===== config.mk =====
export PLATFORM = sky130hd
export DESIGN_NAME = mem_arbiter_flat
export DESIGN_NICKNAME = d
export VERILOG_FILES = /design/src/rtl/mem_arbiter_pkg.sv /design/src/rtl/mem_arbiter_if.sv /design/src/rtl/mem_arbiter_rr_arbiter.sv /design/src/rtl/mem_arbiter.sv /design/src/flat_wrapper.sv
export SDC_FILE = /design/constraint.sdc
export NUM_CORES = 1
export LEC_CHECK = 0
export BUFFER_PORTS_ARGS = -buffer_cell sky130_fd_sc_hd__buf_4
export CAP_MARGIN = 5
export CORE_MARGIN = 2
export CORE_UTILIZATION = 41
export DETAILED_ROUTE_END_ITERATION = 16
export PLACE_DENSITY = 0.88
export SYNTH_ARGS = -nofsm -noshare
export SYNTH_HDL_FRONTEND = slang
export SYNTH_SLANG_ARGS = --single-unit

===== constraint.sdc =====
create_clock -name clk -period 3.1 [get_ports clk]
set_clock_uncertainty 0.05 [all_clocks]
set_input_delay 0 -clock clk [delete_from_list [all_inputs] [get_ports clk]]
set_output_delay 0 -clock clk [all_outputs]
set_load 0.02 [all_outputs]

===== src/rtl/mem_arbiter_pkg.sv =====
// Shared definitions for the memory arbiter: FSM state encoding and arbitration modes.
package mem_arbiter_pkg;

  typedef enum logic [1:0] {
    IDLE = 2'd0,
    BUSY = 2'd1,
    DONE = 2'd2
  } state_t;

  localparam int ARB_FIXED = 0;
  localparam int ARB_RR    = 1;

  // Pointer/index width; a single-port build still needs a 1-bit signal.
  function automatic int ptr_width(input int n);
    return (n > 1) ? $clog2(n) : 1;
  endfunction

endpackage


===== src/rtl/mem_arbiter_if.sv =====
// Requester-side and memory-side bus of the arbiter, bundled as one interface.
interface mem_arbiter_if #(
  parameter int N_PORTS    = 2,
  parameter int ADDR_WIDTH = 32,
  parameter int DATA_WIDTH = 32
);
  logic [N_PORTS-1:0]            port_cs;
  logic [N_PORTS-1:0]            port_we;
  logic [N_PORTS*ADDR_WIDTH-1:0] port_addr;
  logic [N_PORTS*DATA_WIDTH-1:0] port_din;
  logic [N_PORTS*DATA_WIDTH-1:0] port_dout;
  logic [N_PORTS-1:0]            port_stall;
  logic                          mem_req;
  logic                          mem_we;
  logic [ADDR_WIDTH-1:0]         mem_addr;
  logic [DATA_WIDTH-1:0]         mem_dout;
  logic [DATA_WIDTH-1:0]         mem_din;
  logic                          mem_ack;

  // Arbiter view.
  modport slave (
    input  port_cs, port_we, port_addr, port_din, mem_din, mem_ack,
    output port_dout, port_stall, mem_req, mem_we, mem_addr, mem_dout
  );

  // Environment view: requesters plus backing memory.
  modport master (
    output port_cs, port_we, port_addr, port_din, mem_din, mem_ack,
    input  port_dout, port_stall, mem_req, mem_we, mem_addr, mem_dout
  );
endinterface


===== src/rtl/mem_arbiter_rr_arbiter.sv =====
// Combinational one-hot arbiter: round-robin from a pointer, or lowest index first.
module rr_arbiter #(
  parameter int N_PORTS = 2,
  parameter int PTR_W   = 1
) (
  input  logic [N_PORTS-1:0] req,
  input  logic [PTR_W-1:0]   ptr,
  input  logic               rr_mode,
  output logic [N_PORTS-1:0] grant
);

  logic [PTR_W:0]   sum;
  logic [PTR_W-1:0] idx;
  logic             found;

  always_comb begin
    grant = '0;
    found = 1'b0;
    sum   = '0;
    idx   = '0;
    for (int k = 0; k < N_PORTS; k++) begin
      if (rr_mode) begin
        // Search upward from the pointer, wrapping past the top port.
        sum = {1'b0, ptr} + (PTR_W + 1)'(k);
        if (sum >= (PTR_W + 1)'(N_PORTS)) begin
          sum = sum - (PTR_W + 1)'(N_PORTS);
        end
        idx = sum[PTR_W-1:0];
      end else begin
        idx = PTR_W'(k);
      end
      if (!found && req[idx]) begin
        grant[idx] = 1'b1;
        found      = 1'b1;
      end
    end
  end

endmodule


===== src/rtl/mem_arbiter.sv =====
// Shares one variable-latency memory among N cs/stall requesters with a req/ack handshake
// and per-port registered read data.
module mem_arbiter
  import mem_arbiter_pkg::*;
#(
  parameter int N_PORTS    = 2,
  parameter int ADDR_WIDTH = 32,
  parameter int DATA_WIDTH = 32,
  parameter int RR_MODE    = 1
) (
  input logic          clk,
  input logic          rst,
  mem_arbiter_if.slave bus
);

  localparam int PTR_W = ptr_width(N_PORTS);

  state_t                  state_reg, state_next;
  logic [N_PORTS-1:0]      grant_reg, grant_arb;
  logic [PTR_W-1:0]        ptr_reg, ptr_next, grant_idx;
  logic                    req_reg, we_reg;
  logic [ADDR_WIDTH-1:0]   addr_reg;
  logic [DATA_WIDTH-1:0]   wdata_reg;
  logic [DATA_WIDTH-1:0]   pdout_reg [N_PORTS];
  logic [N_PORTS-1:0]      stall;
  logic                    load, capture, finish;
  logic                    sel_we;
  logic [ADDR_WIDTH-1:0]   sel_addr;
  logic [DATA_WIDTH-1:0]   sel_din;

  rr_arbiter #(
    .N_PORTS (N_PORTS),
    .PTR_W   (PTR_W)
  ) u_arb (
    .req     (bus.port_cs),
    .ptr     (ptr_reg),
    .rr_mode (RR_MODE == ARB_RR),
    .grant   (grant_arb)
  );

  // One-hot mux of the winning port's request fields.
  always_comb begin
    sel_we   = 1'b0;
    sel_addr = '0;
    sel_din  = '0;
    for (int i = 0; i < N_PORTS; i++) begin
      if (grant_arb[i]) begin
        sel_we   = sel_we | bus.port_we[i];
        sel_addr = sel_addr | bus.port_addr[i*ADDR_WIDTH +: ADDR_WIDTH];
        sel_din  = sel_din | bus.port_din[i*DATA_WIDTH +: DATA_WIDTH];
      end
    end
  end

  always_comb begin
    grant_idx = '0;
    for (int i = 0; i < N_PORTS; i++) begin
      if (grant_reg[i]) begin
        grant_idx = PTR_W'(i);
      end
    end
    ptr_next = (grant_idx == PTR_W'(N_PORTS - 1)) ? '0 : grant_idx + 1'b1;
  end

  always_ff @(posedge clk) begin
    if (!rst) begin
      state_reg <= IDLE;
    end else begin
      state_reg <= state_next;
    end
  end

  always_comb begin
    state_next = state_reg;
    load       = 1'b0;
    capture    = 1'b0;
    finish     = 1'b0;
    case (state_reg)
      IDLE: begin
        if (|bus.port_cs) begin
          load       = 1'b1;
          state_next = BUSY;
        end
      end
      BUSY: begin
        if (bus.mem_ack) begin
          capture    = ~we_reg;
          finish     = 1'b1;
          state_next = DONE;
        end
      end
      DONE:    state_next = IDLE;
      default: state_next = IDLE;
    endcase
  end

  always_ff @(posedge clk) begin
    if (!rst) begin
      req_reg   <= 1'b0;
      we_reg    <= 1'b0;
      addr_reg  <= '0;
      wdata_reg <= '0;
      grant_reg <= '0;
      ptr_reg   <= '0;
    end else begin
      if (load) begin
        req_reg   <= 1'b1;
        we_reg    <= sel_we;
        addr_reg  <= sel_addr;
        wdata_reg <= sel_din;
        grant_reg <= grant_arb;
      end else if (finish) begin
        req_reg <= 1'b0;
      end
      if (state_reg == DONE && RR_MODE == ARB_RR) begin
        ptr_reg <= ptr_next;
      end
    end
  end

  genvar gi;
  generate
    for (gi = 0; gi < N_PORTS; gi++) begin : g_port
      always_ff @(posedge clk) begin
        if (!rst) begin
          pdout_reg[gi] <= '0;
        end else if (capture && grant_reg[gi]) begin
          pdout_reg[gi] <= bus.mem_din;
        end
      end

      // Only the granted port gets its single stall-free cycle, and only in DONE.
      assign stall[gi] = bus.port_cs[gi] & ~((state_reg == DONE) & grant_reg[gi]);
      assign bus.port_dout[gi*DATA_WIDTH +: DATA_WIDTH] = pdout_reg[gi];
    end
  endgenerate

  assign bus.port_stall = stall;
  assign bus.mem_req    = req_reg;
  assign bus.mem_we     = we_reg;
  assign bus.mem_addr   = addr_reg;
  assign bus.mem_dout   = wdata_reg;

endmodule


===== src/flat_wrapper.sv =====
// flat-port wrapper written by rule: the top's interface ports become plain ports
module mem_arbiter_flat import mem_arbiter_pkg::*;
#(
  parameter int N_PORTS    = 2,
  parameter int ADDR_WIDTH = 32,
  parameter int DATA_WIDTH = 32,
  parameter int RR_MODE    = 1
)
  (clk, rst, bus_port_cs, bus_port_we, bus_port_addr, bus_port_din, bus_mem_din, bus_mem_ack, bus_port_dout, bus_port_stall, bus_mem_req, bus_mem_we, bus_mem_addr, bus_mem_dout);
  mem_arbiter_if #(.N_PORTS(N_PORTS), .ADDR_WIDTH(ADDR_WIDTH), .DATA_WIDTH(DATA_WIDTH)) bus_i ();
  input logic clk;
  input logic rst;
  input wire logic [$bits(bus_i.port_cs)-1:0] bus_port_cs;
  input wire logic [$bits(bus_i.port_we)-1:0] bus_port_we;
  input wire logic [$bits(bus_i.port_addr)-1:0] bus_port_addr;
  input wire logic [$bits(bus_i.port_din)-1:0] bus_port_din;
  input wire logic [$bits(bus_i.mem_din)-1:0] bus_mem_din;
  input wire logic [$bits(bus_i.mem_ack)-1:0] bus_mem_ack;
  output wire logic [$bits(bus_i.port_dout)-1:0] bus_port_dout;
  output wire logic [$bits(bus_i.port_stall)-1:0] bus_port_stall;
  output wire logic [$bits(bus_i.mem_req)-1:0] bus_mem_req;
  output wire logic [$bits(bus_i.mem_we)-1:0] bus_mem_we;
  output wire logic [$bits(bus_i.mem_addr)-1:0] bus_mem_addr;
  output wire logic [$bits(bus_i.mem_dout)-1:0] bus_mem_dout;
  assign bus_i.port_cs = bus_port_cs;
  assign bus_i.port_we = bus_port_we;
  assign bus_i.port_addr = bus_port_addr;
  assign bus_i.port_din = bus_port_din;
  assign bus_i.mem_din = bus_mem_din;
  assign bus_i.mem_ack = bus_mem_ack;
  assign bus_port_dout = bus_i.port_dout;
  assign bus_port_stall = bus_i.port_stall;
  assign bus_mem_req = bus_i.mem_req;
  assign bus_mem_we = bus_i.mem_we;
  assign bus_mem_addr = bus_i.mem_addr;
  assign bus_mem_dout = bus_i.mem_dout;
  mem_arbiter #(.N_PORTS(N_PORTS), .ADDR_WIDTH(ADDR_WIDTH), .DATA_WIDTH(DATA_WIDTH), .RR_MODE(RR_MODE)) u_core (.clk(clk), .rst(rst), .bus(bus_i));
endmodule

### After elaboration in Yosys (flattened, before gate mapping)

Memory sizes are Yosys's and may differ from the RTL's.
Index checks and enable logic that the tools add are counted.

* add/sub/neg operators: 4
* $lt $le $gt $ge: 6
* equality and inequality tests: 4
* muxes and demuxes: 41
* bitwise logic cells: 13
* reduce and logical (&&, ||, !) cells: 10

Operator list (number)
* 2-to-1 mux 32 bit: 6
* bitwise OR 32 bit: 2
* 2-to-1 mux 1 bit: 28
* 2-to-1 mux 2 bit: 4
* logical AND 1 bit: 5
* bitwise AND 1 bit: 4
* less-than comparator 1 x 2 -> 1 bit (second input constant): 2
* one-hot mux 2 bit (2 select lines): 1
* inverter 1 bit: 3
* bitwise OR 1 bit: 3
* adder 1 x 1 -> 2 bit (second input constant): 1
* demux 1 bit (select 1 bit): 2
* equality test 2 x 1 -> 1 bit (second input constant): 1
* equality test 2 bit (second input constant): 1
* >= comparator 1 bit (second input constant): 2
* >= comparator 1 x 2 -> 1 bit (second input constant): 1
* >= comparator 2 bit (second input constant): 1
* zero test 2 bit: 1
* inequality test 2 x 1 -> 1 bit (second input constant): 1
* inequality test 2 bit (second input constant): 1
* bitwise OR 2 bit: 1
* AND reduction 2 bit: 1
* nonzero test 2 bit: 1
* OR reduction 2 bit: 1
* other kinds (3): 4

* flip-flop bits (word level): 71
* memory bits (writable): 64
* bits of input ports: 167
* output and inout port bits: 132
* logic and storage cells: 86
* memories kept: 1

Memory list
* u_core.pdout_reg: words 2, bits a word 32, read ports 2, clocked after Yosys merged registers in 0, write ports 2, RTL line mem_arbiter.sv:24 `logic [DATA_WIDTH-1:0] pdout_reg [N_PORTS];`

### Depth between registers and ports, before layout

* depth in word-level cells: 12
* gate-level depth with buffers: 7
* mapped depth without buffers: 3

### Modules after synthesis

Synthesis repeated with hierarchy kept, for this count alone.

* cell total of the unflattened synthesis: 479
* area total of the unflattened synthesis: 5501.5 sq um

By module, submodules not included
* mem_arbiter: instances 1, cells an instance 475, area each 5480.3 sq um, sequential area each 3343.2 sq um
* rr_arbiter: instances 1, cells an instance 4, area each 21.3 sq um, sequential area each 0.0 sq um

### Worst setup path after synthesis

No wires, ideal clock.

* kind: register to register
* start point: register u_core.we_reg, in the netlist u_core.bus.mem_we
* end point: memory u_core.pdout_reg[0][0] (enable)
* setup time: 0.466 ns
* data arrival time: 2.839 ns
* data required time: 2.584 ns
* setup slack: -0.255 ns
* stages on the path, launching flop included: 3
* buffers on the path: 0
* clock period less this slack: 3.355 ns
* cells stage by stage: dfxtp_1 nand2b_1 o21ai_0

RTL lines
* start: declaration: RTL line mem_arbiter.sv:21 `logic req_reg, we_reg;`
* start signal: assignment: RTL line mem_arbiter.sv:108 `we_reg <= sel_we;`
* end: declaration: RTL line mem_arbiter.sv:24

### Final worst setup path

* start point: register u_core.ptr_reg
* end point: register u_core.addr_reg[3], in the netlist u_core.bus.mem_addr[3]

* cells in the longest elaborated chain, start to end: 12
* elaborated cells on any way between the ends: 30
* those cells by class: 3 x add/sub; 6 x order compare; 15 x mux; 2 x bitwise; 4 x reduce/logical

Ends and longest elaborated chain
* start: declaration: RTL line mem_arbiter.sv:20 `logic [PTR_W-1:0] ptr_reg, ptr_next, grant_idx;`
* start signal: assignment: RTL line mem_arbiter.sv:116 `ptr_reg <= ptr_next;`
* adder 1 x 1 -> 2 bit (tied with other cells): RTL line mem_arbiter_rr_arbiter.sv:24 `sum = {1'b0, ptr} + (PTR_W + 1)'(k);`
* >= comparator 2 bit (tied with other cells): RTL line mem_arbiter_rr_arbiter.sv:25 `if (sum >= (PTR_W + 1)'(N_PORTS)) begin`
* 2-to-1 mux 1 bit (tied with other cells): RTL line mem_arbiter_rr_arbiter.sv:25
* less-than comparator 1 x 2 -> 1 bit (implied by the code) (tied with other cells): RTL line mem_arbiter_rr_arbiter.sv:33 `grant[idx] = 1'b1;`
* logical AND 1 bit (implied by the code) or 2-to-1 mux 1 bit (tied branches): RTL line mem_arbiter_rr_arbiter.sv:33
* 2-to-1 mux 1 bit (implied by the code) or demux 1 bit (select 1 bit) (tied branches): RTL line mem_arbiter_rr_arbiter.sv:33
* demux 1 bit (select 1 bit) or 2-to-1 mux 2 bit (tied branches): RTL line mem_arbiter_rr_arbiter.sv:33, mem_arbiter_rr_arbiter.sv:32
* bitwise OR 2 bit (no line)
* 2-to-1 mux 2 bit *: RTL line mem_arbiter_rr_arbiter.sv:32 `if (!found && req[idx]) begin`
* 2-to-1 mux 32 bit: RTL line mem_arbiter.sv:47 `if (grant_arb[i]) begin`
* bitwise OR 32 bit: RTL line mem_arbiter.sv:49 `sel_addr = sel_addr | bus.port_addr[i*ADDR_WIDTH +: ADDR_WIDTH];`
* 2-to-1 mux 32 bit *: RTL line mem_arbiter.sv:47
* end signal: assignment: RTL line mem_arbiter.sv:109 `addr_reg <= sel_addr;`
* end: declaration: RTL line mem_arbiter.sv:22 `logic [ADDR_WIDTH-1:0] addr_reg;`

Mark *: on every way between the ends. The rest lies on a longest branch, timed or not. The select of a mux whose other input is x is not followed.
A chain may end at the register's enable or synchronous reset.

==> metrics.sh <==
DIEAREA_UM2=15100
ANTENNA_FOUND_INITIAL=0
TOP_LEVEL_PORTS=299
CTS.PATH.MAX_BUFFERS=2
CTS_POST_SETUP_BUFFERS_INSERTED=0
RRSETUPSLACK_PS=280
DIE_HEIGHT_UM=123
DRT-WIRELENGTH-PER-CELL_UM=20.7
ROW_COUNT=43
ROUTED_WIRELENGTH_MM=22.8
CTS_HTREE_LEVELS=4
STATUS='completed'
STATIC-LEAKAGE-POWER_nW=4.28
DETAIL_ROUTE.ITER0.VIOLATIONS=529
DETAILED_PLACE.AREA_UM2=8060
PATH_CLK_SLEW_PS=60
PORT_BUFFERS=298
SETUP_VIOL=0
ACHIEVABLE-FREQUENCY_GHz=0.354
TIMING.CRITICAL_PATH.SLOWEST_CELL_DELAY_PS=880
WORST-ENDPOINT-ARRIVAL_PS=3080
SYNTH_FP_NETS=647
CP-END-KIND='flip-flop'
CTS_TREE='yes'
SYNTH_COMPOUND_AREA_FRAC=0.288
CP-START-KIND='flip-flop'
CRITICAL_PATH.CELL_CHAIN='nand2b_2 -> buf_4 -> a32oi_1 -> dlygate4sd3_1 -> a211oi_1'
VDD.IR_DROP.WORST_mV=0.380
SYNTH_SIMPLE_GATE_AREA_SHARE=0.0847
POST_SYNTH_XOR_AREA_FRACTION=0
SETUP-TNS-FINAL_PS=0
MUXSHAREOFSYNTHAREA=0
SYNTH_TOP_FAMILY_BY_AREA='compound AO/OA/AOI/OAI gates'
CTS-BUFFERS-INSERTED=17
CRIT_FAMILY='buffers and inverters'
POST_SYNTH_TOP_AREA_SHARE=0.333
DRV_CAP=0
POSTSYNTHREGISTERBITS=135
FIN_CRIT_SH=0.910
SYNTHESIS.AREA_PER_INSTANCE_UM2=12.0
FINAL_LAYOUT_SIZE_SUFFIX_GT1_FRAC=0.416
CLOCK_SINK_COUNT=135
FINALHOLDVIOLCOUNT=0
TIMING.HOLD.WORST.CLASS='in2reg'
MAX-SLEW-MARGIN-REL=0.261
DIE_WIDTH_UM=123
SYN_INST=480
CTS.ROOT.BUFFER_CELL='clkbuf_16'
GRT_MAX_DEGREE=69
CRITICAL-PATH-SLOWEST-CELL='nand2b_2'
COUNT_OF_PINS_OVER_THEIR_SLEW_LIMIT=0
ANTENNA_VIOLATING_NETS_POST_ROUTE=0
POST_SYNTH_INSTANCE_AREA_UM2=5780
NUMBER_OF_FLIP_FLOPS_IN_THE_LARGEST_REGISTER=64
YOSYS_WARNINGS=0
VIAS=6243
SYNTH_FA_HA_AREA_FRAC=0
DPL.HPWL_MM=11.5
GRT_OVERFLOW_TOTAL=0
CLKLATENCYLATEPIN_PS=410
PATH_CLASS='reg2reg'
DRC=0
RSZ0062_AT_GRT='no'
CORE_REGION_AREA_UM2=13800
TIMING.CRITICAL_PATH.BUF_INV=2
SYN2LAYOUT_AREA_GROWTH_PCT=79.6
PLACE.GP.CONGESTION=0.753
FINAL_NETS=1080
MIN_CYCLE_TIME_LAYOUT_PS=2820
VIA_COUNT_OF_THE_FIRST_GLOBAL_ROUTING_PASS=6496
SYNTH_SEQ_AREA_SHARE=0.579
POWER_PER_CELL_AREA_nW_PER_UM2=539
CTSRESIZECOUNT=0
ALL_LAYER_GLOBAL_ROUTING_USAGE=0.295
FINALPOWER_mW=5.59
GRT_FIRST_PASS_WIRELENGTH_MM=33.9
WORST-PATH-MAX-FANOUT=53
STDCELL_AREA_UM2=10400
WORST_PIN_SLEW_PS=1110
YS_TOP_CELLS_BY_AREA='edfxtp_1, dfxtp_1, a32oi_1, a211oi_2, and2_1'
DRT-VIAS-PER-INSTANCE=5.64
SYNTH_TOP_CELL_BY_AREA='edfxtp_1'
ANTENNA_CELLS=0
NUM-FILL-CELLS=824
FLOORPLAN.INITIALDENSITY=0.418
DRTPASS1ITERATIONS=5
CP_DATA_REQUIRED_TIME_PS=3360
YOSYSUNIQUECELLTYPES=28
-- through the flow --
stage | worst slack, ps | cells | hold WS [ps] | util
floorplan | 610 | 480 | 83.4 | -
global placement | 1030 | 907 | 234 | 0.583
detailed placement | 977 | 907 | 239 | 0.583
CTS | 348 | 1106 | 349 | 0.750
global route | 154 | 1106 | 369 | 0.750
finish | 278 | 1106 | 365 | 0.750
-- cell families (layout without fill, tap and decap cells) --
group / Yosys count / after routing
and+or+nand+nor: 79 / 79
DFF: 135 / 135
AOI/OAI and AO/OA: 207 / 207
buffers and inverters: 59 / 505
-- power by group --
| part | total, mW | leakage, nW | switching, mW | internal, mW |
|---|---|---|---|---|
| Clock | 2.23 | 0.311 | 0.801 | 1.43 |
| Sequential | 2.09 | 1.25 | 0.0861 | 2.01 |
| Combinational | 1.26 | 2.72 | 0.648 | 0.614 |
-- cells in the final DEF (no fill, tap or decap), drive strengths merged, types with 5 or more instances in the layout --
master	instances
a21oi	69
buf	304
bufinv	5
a211oi	65
clkbuf	17
edfxtp	64
inv	5
dlygate4sd3	167
clkinv	6
a32oi	65
dfxtp	71
and2	65
-- path summary, 6_finish.rpt --
kind,to,startpoint,cells after the start
setup / recovery,u_core.bus.mem_addr[3]$_SDFFE_PN0P_,u_core.ptr_reg$_SDFFE_PN0N_,5
hold / removal,u_core.pdout_reg[0][11]$_SDFFCE_PN0P_,bus_mem_din[11],3
setup reg to reg,u_core.bus.mem_addr[3]$_SDFFE_PN0P_,u_core.ptr_reg$_SDFFE_PN0N_,5
hold reg to reg,u_core.ptr_reg$_SDFFE_PN0N_,u_core.grant_reg[1]$_SDFFE_PN0P_,1
-- worst register-to-register path: stages, from the launching register on --
cell	delay [ps]
dfxtp_1	380
nand2b_2	880
buf_4	390
a32oi_1	120
dlygate4sd3_1	630
a211oi_1	280
-- area by class of cell --
class	instances	area (um^2)	share of cell area
inverters	2	8.76	0.000844
repair buffers	471	3950	0.381
clock inverters	15	221	0.0213
clock buffers	17	425	0.0410
multi-input cells	286	2200	0.212
flip-flops and latches	135	3340	0.322
well taps	180	225	0.0217
-- routing by layer --
metal,vias to the layer above,routed length (um),track usage
met1,2942,8140,0.329
met4,0,1200,0.175
li1,2751,-,-
met5,-,0,0
met3,104,2090,0.0767
met2,446,11400,0.504
-- synth_stat cells --
master	number
edfxtp_1	64
nand3_1	1
nor2_1	3
nand4b_1	1
or3b_2	1
buf_6	5
a21boi_2	1
inv_1	1
buf_2	9
nand2b_1	3
nand2_1	2
a21oi_1	69
a21bo_2	1
a211oi_1	25
a211oi_2	40
or2_1	1
nand3b_1	1
nor2b_1	1
buf_4	3
a32oi_1	65
o211a_1	1
a21boi_0	2
inv_2	1
and2_1	64
dfxtp_1	71
and2_4	1
clkbuf_1	40
o21ai_0	3
-- what timing repair did --
item,in CTS,in global routing
setup endpoints to repair,0,0
hold buffers,167,0
endpoints found under the hold margin,135,0
(Power assumes the default switching activity.)
